## config.mk

```make
export PLATFORM = sky130hd
export DESIGN_NAME = uart_tx_fifo
export DESIGN_NICKNAME = d
export VERILOG_FILES = /design/src/rtl/uart_tx_fifo.sv
export SDC_FILE = /design/constraint.sdc
export NUM_CORES = 1
export LEC_CHECK = 0
export CORE_MARGIN = 4
export CORE_UTILIZATION = 36
export DETAILED_ROUTE_END_ITERATION = 10
export GPL_ROUTABILITY_DRIVEN = 0
export PLACE_DENSITY_LB_ADDON = 0.3
export SYNTH_ARGS = -nofsm -noshare
export SYNTH_HDL_FRONTEND = slang
export SYNTH_SLANG_ARGS = --single-unit
```

## constraint.sdc

```tcl
create_clock -name clk -period 2.8 [get_ports clk]
set_clock_uncertainty 0.15 [all_clocks]
set_input_delay 0.56 -clock clk [delete_from_list [all_inputs] [get_ports clk]]
set_output_delay 0.56 -clock clk [all_outputs]
set_load 0.05 [all_outputs]
```

## src/rtl/uart_tx_fifo.sv

```systemverilog
// Byte FIFO feeding an 8N1 UART transmitter; bytes written by the core are
// queued and shifted out LSB first, with back-to-back frames kept contiguous.
module uart_tx_fifo #(
    parameter int CLKS_PER_BIT = 4,
    parameter int FIFO_DEPTH   = 4
) (
    input  logic       clk,
    input  logic       reset,
    input  logic       wr_en,
    input  logic [7:0] wr_data,
    output logic       full,
    output logic       empty,
    output logic       busy,
    output logic       overflow,
    output logic       tx
);

    localparam int PTR_W  = $clog2(FIFO_DEPTH);
    localparam int CNT_W  = $clog2(FIFO_DEPTH + 1);
    localparam int BAUD_W = $clog2(CLKS_PER_BIT);

    localparam logic [CNT_W-1:0]  DEPTH_COUNT = CNT_W'(FIFO_DEPTH);
    localparam logic [BAUD_W-1:0] BAUD_LOAD   = BAUD_W'(CLKS_PER_BIT - 1);

    localparam logic [1:0] IDLE  = 2'd0;
    localparam logic [1:0] START = 2'd1;
    localparam logic [1:0] DATA  = 2'd2;
    localparam logic [1:0] STOP  = 2'd3;

    logic [7:0]        mem [FIFO_DEPTH];
    logic [PTR_W-1:0]  wr_ptr;
    logic [PTR_W-1:0]  rd_ptr;
    logic [CNT_W-1:0]  count;

    logic [1:0]        state;
    logic [BAUD_W-1:0] baud;
    logic [2:0]        bit_idx;
    logic [7:0]        shift;

    logic              baud_done;
    logic              pop;
    logic              push;

    assign full      = (count == DEPTH_COUNT);
    assign empty     = (count == '0);
    assign busy      = (state != IDLE) || !empty;
    assign baud_done = (baud == '0);

    // A pop frees a slot on the same edge, so a write while full still lands.
    assign pop  = !empty && ((state == IDLE) || ((state == STOP) && baud_done));
    assign push = wr_en && (!full || pop);

    always_ff @(posedge clk) begin
        if (push) begin
            mem[wr_ptr] <= wr_data;
        end
    end

    always_ff @(posedge clk or negedge reset) begin
        if (!reset) begin
            wr_ptr   <= '0;
            rd_ptr   <= '0;
            count    <= '0;
            overflow <= 1'b0;
        end else begin
            if (push) begin
                wr_ptr <= wr_ptr + PTR_W'(1);
            end
            if (pop) begin
                rd_ptr <= rd_ptr + PTR_W'(1);
            end
            case ({push, pop})
                2'b10:   count <= count + CNT_W'(1);
                2'b01:   count <= count - CNT_W'(1);
                default: count <= count;
            endcase
            if (wr_en && !push) begin
                overflow <= 1'b1;
            end
        end
    end

    // tx is registered from the next-state decision, so it changes on the
    // same edge as the state it belongs to.
    always_ff @(posedge clk or negedge reset) begin
        if (!reset) begin
            state   <= IDLE;
            baud    <= '0;
            bit_idx <= '0;
            shift   <= '0;
            tx      <= 1'b1;
        end else begin
            case (state)
                IDLE: begin
                    tx <= 1'b1;
                    if (pop) begin
                        shift <= mem[rd_ptr];
                        state <= START;
                        baud  <= BAUD_LOAD;
                        tx    <= 1'b0;
                    end
                end
                START: begin
                    if (baud_done) begin
                        state   <= DATA;
                        bit_idx <= '0;
                        baud    <= BAUD_LOAD;
                        tx      <= shift[0];
                    end else begin
                        baud <= baud - BAUD_W'(1);
                    end
                end
                DATA: begin
                    if (baud_done) begin
                        baud <= BAUD_LOAD;
                        if (bit_idx == 3'd7) begin
                            state <= STOP;
                            tx    <= 1'b1;
                        end else begin
                            bit_idx <= bit_idx + 3'd1;
                            tx      <= shift[bit_idx + 3'd1];
                        end
                    end else begin
                        baud <= baud - BAUD_W'(1);
                    end
                end
                STOP: begin
                    if (baud_done) begin
                        baud <= BAUD_LOAD;
                        if (pop) begin
                            shift <= mem[rd_ptr];
                            state <= START;
                            tx    <= 1'b0;
                        end else begin
                            state <= IDLE;
                            tx    <= 1'b1;
                        end
                    end else begin
                        baud <= baud - BAUD_W'(1);
                    end
                end
                default: begin
                    state <= IDLE;
                    tx    <= 1'b1;
                end
            endcase
        end
    end

endmodule

```

==> impl_metrics.py <==
metrics = {
    "placed_design": {
        "dp.cells": 267,
        "dpl_worst_slack_ps": 271,
        "placed_area_um2": 2800,
        "portBuffers": 15,
        "dp_hpwl_mm": 3.03,
    },
    "power": {
        "ir_drop_uv": 448,
        "p_leak_nw": 1.09,
        "power_density_nw_per_um2": 1100,
        "power_mw": 3.21,
    },
    "logic_synthesis": {
        "synth_nets": 181,
        "synthAdderAreaFrac_pct": 6.71,
        "postSynthAreaPerCell_um2": 16.2,
        "synth_common_cells": "32 x edfxtp_1, 23 x dfrtp_1, 12 x ha_1",
        "synth_compound_area_share_pct": 8.09,
        "muxShareOfSynthArea_pct": 13.8,
        "synthDistinctLibCells": 41,
        "synth_area_um2": 2540,
        "synth-seq-cells": 56,
        "synth_top_cell_area_share_pct": 37.9,
        "synth_xor_area_share_pct": 1.73,
        "yosysTopAreaCell": "edfxtp_1",
        "yosysSeqAreaShare_pct": 61.6,
        "yosys_warnings": 0,
        "synthSimpleGateAreaFrac_pct": 5.77,
        "ys_async_sr_fraction_pct": 42.9,
        "synth.most_common_cell": "edfxtp_1",
        "synth_area_leaders": "edfxtp_1 38%, dfrtp_1 23%, mux4_2 8.0%, ha_1 5.9%, mux2_2 4.0%",
        "synth_edf_count": 32,
        "synth_top_family_by_area": "multiplexers",
        "ys.flop_type": "edfxtp_1",
        "netlist_instances": 157,
    },
    "die": {
        "ios": 16,
        "fp.dieH_um": 91.9,
        "rows": 30,
        "die_w_um": 91.9,
        "fp.coreArea_um2": 6830,
        "start_util_pct": 37.1,
        "die-area_um2": 8450,
    },
    "sta": {
        "max_freq_mhz": 374,
        "worst_slack_ps": 126,
        "rsz0062_at_grt": "false",
        "finalSetupViolCount": 0,
        "fin_crit_sh_pct": 95.5,
        "maxSlewHeadroom_pct": 61.8,
        "hold_viol": 0,
        "fin_tns_setup_ps": 0,
        "drv_slew": 0,
        "tightest_slew_ps": 573,
        "finalCriticalPeriod_ps": 2670,
        "timing.hold.ws_ps": 331,
    },
    "route": {
        "drt-initial-drc-count": 68,
        "ant_nets": 0,
        "totalWireLength_mm": 4.10,
        "firstDrtPassIters": 4,
        "viasPerCell": 4.84,
        "wire_per_inst_um": 14.9,
        "vias": 1331,
        "drcViolationCount": 0,
    },
    "clock_network": {
        "clockBufferDepth": 2,
        "numCtsBuffers": 5,
        "clk_latency_ps": 300,
        "path_clk_slew_ps": 100,
        "cts.sinks": 56,
        "cts_resized": 0,
        "ctsRootBufferMaster": "clkbuf_8",
        "cts_tree": "built",
        "cts-htree-levels": 2,
        "post-cts-setup-buffer-count": 0,
        "holdBufCountCts": 0,
    },
    "layout": {
        "multi_input_area_um2": 916,
        "fin_util_pct": 42.6,
        "antenna_cells": 0,
        "nets": 202,
        "final_area_um2": 2910,
        "register_area_um2": 1560,
        "area_delta_synth_final_pct": 14.8,
        "fillers": 638,
        "drive_gt1_share_pct": 25.1,
        "final_cells": 275,
    },
    "worst_setup_path": {
        "critPathKind": "reg2out",
        "crit_required_ps": 2090,
        "crit_path_start_kind": "flop",
        "arrival_ps": 1960,
        "cp_max_fo": 7,
        "endpoint_kind": "primary output",
    },
    "flow_run": {
        "maxCapViolCount": 0,
    },
    "grt": {
        "grt_max_degree": 25,
        "grt_antenna_before_repair": 0,
        "grt_pass1_wl_mm": 6.91,
        "grt_pass1_vias": 1463,
        "grt_overflow": 0,
        "gr-usage-all-layers_pct": 10.5,
    },
    "hold_path": {
        "worstHoldPathType": "reg2reg",
    },
    "status": {
        "status": "complete, no violations",
    },
}
==> worst max-delay path, stage by stage (launching register included) <==
cell             delay [ps]
dfrtp_1                 450
nor3_4                  340
clkdlybuf4s50_1         870
==> sequential cells by signal, indices dropped and copies added, names as in the netlist <==
| signal | cells |
|---|---|
| mem | 32 |
| shift | 8 |
| bit_idx | 3 |
| count | 3 |
| baud | 2 |
| rd_ptr | 2 |
| state | 2 |
| wr_ptr | 2 |
| overflow | 1 |
| tx | 1 |
==> area by class of cell <==
cell class,instances,area share [%]
clock buffer,5,2.36
clock inverter,3,1.46
inverter,10,1.29
multi-input combinational,88,31.5
sequential,56,53.7
tap,96,4.13
timing repair buffer,17,5.59
==> logic make-up (layout without fill, tap and decap cells) <==
family / Yosys count / count (layout)
buf+inv: 13 / 35
xor+xnor: 5 / 5
mux: 21 / 21
fa+ha+maj: 13 / 13
simple gates: 24 / 24
flops: 56 / 56
compound gates: 25 / 25
==> layout by cell type (no fill, tap or decap), drive strengths merged, types with 2 or more instances in the layout <==
cell type / count
a22o: 5
and2: 4
a31oi: 4
nor2: 4
nor2b: 2
a21oi: 2
nand3: 2
clkdlybuf4s50: 14
o21ai: 3
edfxtp: 32
ha: 12
mux2i: 2
dfrtp: 23
nand2: 5
a31o: 2
xnor2: 5
a211oi: 2
inv: 10
clkinv: 2
mux4: 10
mux2: 9
buf: 3
nor3: 3
clkbuf: 5
==> power by group <==
group	internal (mW)	switching, mW	total [mW]	leakage [nW]
clock network	0.266	0.262	0.528	0.0558
logic	0.663	0.650	1.31	0.463
registers	1.16	0.208	1.37	0.575
==> final timing paths <==
| kind | startpoint | endpoint | slack (ps) | cells after the start |
|---|---|---|---|---|
| setup / recovery | count[1] | empty | 130 | 2 |
| hold / removal | overflow | overflow | 330 | 1 |
| setup reg to reg | baud[0] | count[2] | 350 | 9 |
| hold reg to reg | overflow | overflow | 330 | 1 |
| max in group asynchronous | reset | tx | 1760 | 2 |
| min in group asynchronous | reset | state[0] | 460 | 2 |
==> routing by layer <==
layer | part of all wire, % | vias up | routed length (µm) | GRT usage [%]
met1 | 42 | 672 | 1710 | 11.7
met5 | 0 | - | 0 | 0
met2 | 54 | 14 | 2210 | 19.1
met4 | 1.4 | 0 | 59 | 3.96
met3 | 2.8 | 5 | 115 | 2.63
li1 | - | 640 | - | -
Power figures use the tool's default switching activity.
